<file path="src/rtl/masked_dot_product.sv">
// Masked multiply-accumulate: reconstructs x_i = e_i + r_in_i, accumulates w_i * x_i over K beats,
// and emits (sum - r_out) mod 2^N. Define MAC_FIXED_POINT_EN for a Q(N-F).F product (>>> F).
module masked_dot_product #(
    parameter int N = 32,
    parameter int K = 16,
    parameter int F = 8
) (
    input  logic           clk,
    input  logic           rst,
    input  logic [3*N-1:0] g_input,
    input  logic [N-1:0]   e_input,
    input  logic           in_valid,
    output logic [N-1:0]   o,
    output logic           o_valid
);

    localparam int CW = (K > 1) ? $clog2(K) : 1;
    localparam logic [CW-1:0] LAST_BEAT = CW'(K - 1);

    logic [N-1:0]  w_i, r_in_i, r_out, x_i, p_i, acc_sum;
    logic [N-1:0]  acc_d, acc_q, o_d, o_q;
    logic [CW-1:0] cnt_d, cnt_q;
    logic          o_valid_d, o_valid_q;

    assign w_i    = g_input[3*N-1:2*N];
    assign r_in_i = g_input[2*N-1:N];
    assign r_out  = g_input[N-1:0];

    // Unmasking is a plain modular add; the carry-out carries no information.
    assign x_i = e_input + r_in_i;

`ifdef MAC_FIXED_POINT_EN
    // Only the low N+F bits of the signed product survive the shift and truncation.
    logic signed [N+F-1:0] prod_full;
    assign prod_full = $signed(w_i) * $signed(x_i);
    assign p_i       = N'(prod_full >>> F);
`else
    assign p_i = w_i * x_i;
`endif

    assign acc_sum = acc_q + p_i;

    always_comb begin
        // NOTE: every output of this block gets a default first, so no path can infer a latch.
        acc_d     = acc_q;
        cnt_d     = cnt_q;
        o_d       = o_q;
        o_valid_d = 1'b0;
        if (in_valid) begin
            if (cnt_q == LAST_BEAT) begin
                o_d       = acc_sum - r_out;
                o_valid_d = 1'b1;
                acc_d     = '0;
                cnt_d     = '0;
            end else begin
                acc_d = acc_sum;
                cnt_d = cnt_q + 1'b1;
            end
        end
    end

    always_ff @(posedge clk) begin
        // NOTE: state flops use non-blocking assignments so every register samples pre-edge values.
        if (rst) begin
            acc_q     <= '0;
            cnt_q     <= '0;
            o_q       <= '0;
            o_valid_q <= 1'b0;
        end else begin
            acc_q     <= acc_d;
            cnt_q     <= cnt_d;
            o_q       <= o_d;
            o_valid_q <= o_valid_d;
        end
    end

    assign o       = o_q;
    assign o_valid = o_valid_q;

endmodule
</file>
<file path="config.mk">
export PLATFORM = sky130hd
export DESIGN_NAME = masked_dot_product
export DESIGN_NICKNAME = d
export VERILOG_FILES = /design/src/rtl/masked_dot_product.sv
export SDC_FILE = /design/constraint.sdc
export NUM_CORES = 1
export LEC_CHECK = 0
export ABC_AREA = 1
export BUFFER_PORTS_ARGS = -buffer_cell sky130_fd_sc_hd__clkbuf_2
export CORE_AREA = 4 4 174 345
export CTS_BUF_LIST = sky130_fd_sc_hd__clkbuf_8
export DETAILED_ROUTE_END_ITERATION = 10
export DIE_AREA = 0 0 178 349
export PLACE_DENSITY_LB_ADDON = 0.1
export SLEW_MARGIN = 5
export SYNTH_ARGS = -nofsm -noshare
export SYNTH_HDL_FRONTEND = slang
export SYNTH_SLANG_ARGS = --single-unit
</file>
<file path="constraint.sdc">
create_clock -name clk -period 10.7 [get_ports clk]
set_clock_uncertainty 0.1 [all_clocks]
set_input_delay 0 -clock clk [delete_from_list [all_inputs] [get_ports clk]]
set_output_delay 0 -clock clk [all_outputs]
set_load 0.01 [all_outputs]
</file>
==> impl_metrics.yaml <==
status:
  status: "finished clean"
worst_setup_path:
  critPathMaxStageDelay_ns: 0.55
  worstPathMaxFanout: 12
  crit_path_start_kind: "primary input"
  crit_type: "in2reg"
  arrival_ns: 10.05
  endpoint_kind: "flop"
  cp_slowest_cell: "fa_1"
  rrSetupSlack_ns: 2.18
  required_ns: 10.92
  crit_path_frequent_cell: "fa_1"
layout:
  fin_nets: 3943
  finalNonFillerCells: 3947
  drive_gt1_frac: 0.0969
  syn_to_final_growth_pct: 8.74
clock_tree:
  clk_root_buffer_cell: "clkbuf_8"
  post_cts_buffers: 0
  clockBufferDepth: 2
  h-tree-depth: 3
  cts.sinks: 69
  cts_tree: "yes"
  path_clk_slew_ns: 0.08
  cts_made_buffers: 9
  insertion_delay_ns: 0.40
synthesis:
  synth_fa_ha_area_frac: 0.489
  synth_mux_area_frac: 0
  synth_simple_gate_area_share: 0.228
  synth_compound_area_frac: 0.0539
  postSynthAreaPerCell_sq_um: 7.47
  synthArstFlopShare: 0
  yosysTopAreaCell: "fa_1"
  synth_area_leaders: "fa_1 (39%), nand2_1 (13%), inv_1 (12%)"
  ys_ff_latch: 69
  syn-num-nets: 3811
  synth_xor_area_frac: 0.0331
  yosysTopAreaCellShare: 0.386
  yosysSeqAreaShare: 0.0606
  yosysWarnings: 0
  netlist_instances: 3053
  synth_top_family_by_area: "adder cells"
  synth_edf_count: 0
  ys_types: 53
  ys.flop_type: "dfxtp_1"
  syn-cell-area_sq_mm: 0.0228
timing:
  slew_headroom: 0.378
  tns_ns: 0
  hold_viol_final: 0
  max_freq_mhz: 102
  tightest_slew_ns: 0.933
  hold_ws_ns: 0.0558
  setup_viol: 0
  timing.final.crit_share: 0.919
  slew_violations: 0
  layout_setup_ws_ns: 0.870
  period_needed_ns: 9.83
  rsz0062_at_grt: "no"
grt:
  grt_use_met2: 0.557
  gr-usage-all-layers: 0.281
  grt_pass1_wl_mm: 130
  met1_usage: 0.255
  top_usage_layer: "met2"
  grt_antenna_before_repair: 2
  first_global_vias: 22500
  grt_use_met3: 0.0260
  grt_max_degree: 39
  overflow: 0
drt:
  ant_nets: 0
  drc: 0
  wl_per_cell_microns: 21.5
  firstDrtPassIters: 7
  drt_wl_total_mm: 84.7
  vias: 19700
  drt_iter0_drc: 844
  vias_per_cell: 4.99
floorplanning:
  core_sq_mm: 0.0572
  placementRows: 124
  die_h_microns: 349
  start_util: 0.398
  die_w_microns: 178
  design.die.area_sq_mm: 0.0621
  io_pins: 164
placed_design:
  dp_slack_ns: 0.326
  place_congestion: 1.11
  post-dp-hpwl_mm: 75.2
  port_buffers: 163
  dp.cells: 3926
worst_hold_path:
  hold_path_class: "in2reg"
flow_run:
  max_cap_viol_count: 0
[metrics by stage]
step	utilization	cell area, sq um
after CTS	0.433	24800
after global placement	0.429	24600
after detailed placement	0.429	24600
after floorplan	-	22800
after global routing	0.433	24800
final	0.433	24800
[layer usage]
layer  wire (microns)  part of all wire  vias up
met5                8          0.000094        -
met4             7900             0.093        2
met3             2790             0.033      217
met2            47800              0.56      543
met1            26200              0.31     9687
li1                 -                 -     9246
[sequential cells by signal, summed over array words and instances (netlist names)]
| name | flops |
|---|---|
| acc_q | 32 |
| o | 32 |
| cnt_q | 4 |
| o_valid | 1 |
[final timing paths]
check | startpoint | end | cells past startpoint
worst max-delay path | g_input[34] | o[28]$_SDFFE_PP0P_ | 37
worst min-delay path | g_input[5] | o[5]$_SDFFE_PP0P_ | 5
worst max register to register | acc_q[10]$_SDFFE_PP0P_ | o[28]$_SDFFE_PP0P_ | 33
worst min register to register | o[16]$_SDFFE_PP0P_ | o[16]$_SDFFE_PP0P_ | 2
[final cells by class]
class	instances	area, sq um
Clock buffer	10	138
Inverter	730	2740
Sequential cell	69	1380
Antenna cell	1	2.50
Tap cell	756	946
Fill cell	5977	32400
Timing Repair Buffer	212	1190
Clock inverter	6	63.8
Multi-Input combinational cell	2163	18300
[cells in the mapped netlist, types with 3 or more instances]
cell and number:
o21ai_1 10, a211oi_1 3, xor2_4 3, o21a_1 4, a21oi_2 6, o21bai_1 8
a21boi_1 6, a21boi_0 4, o21ai_0 47, and2_1 3, a31oi_1 7, or2_2 5
inv_2 8, xnor2_1 36, xor2_1 39, dfxtp_1 69, nand4_1 17, clkbuf_1 78
nand2_1 800, clkinv_1 10, nand3b_4 3, nand3_1 79, nor2_1 239, a21oi_1 105
ha_1 187, inv_1 712, nand3b_1 15, buf_1 10, a21o_1 6, nor3_2 5
nand2_4 4, fa_1 440, nand2_2 33, a221oi_1 3, or2_1 3, nor3_1 15
nand3_2 10
[critical path, delay by kind of cell]
family	cells	cell delay (ns)
AO/OA/AOI/OAI	4	1.02
XOR/XNOR	1	0.17
adder cells (fa/ha/maj)	11	5.04
buffers and inverters	9	1.14
AND/OR/NAND/NOR	12	2.64
[repair_timing]
item,4_1_cts,5_1_grt
endpoints found under the setup margin,0,0
hold buffers,4,0
resized for setup,0,0
hold endpoints to repair,6,0
[cells by family (layout without fill, tap and decap cells)]
group / count (synthesis) / after routing
AOI/OAI and AO/OA: 216 / 216
DFF: 69 / 69
xor gates and xnor gates: 79 / 79
other: 0 / 1
buffers and inverters: 821 / 958
adders and majority gates: 627 / 627
and+or+nand+nor: 1241 / 1241
[placed cells by master (no fill, tap or decap), drive strengths merged, types with 4 or more instances in the layout]
master       Yosys  routed
a21boi          11      11
a21o             6       6
a21oi          111     111
a31oi            7       7
and2             4       4
buf             13      45
clkbuf          78     173
clkinv          10      13
dfxtp           69      69
dlygate4sd3      0       4
fa             440     440
ha             187     187
inv            720     721
nand2          837     837
nand3           89      89
nand3b          20      20
nand4           17      17
nor2           242     242
nor3            20      20
o21a             4       4
o21ai           57      57
o21bai           8       8
or2              8       8
xnor2           37      37
xor2            42      42
Power is not shown: default switching activity piles up to over one toggle a cycle in this logic, so the estimate is an artifact.
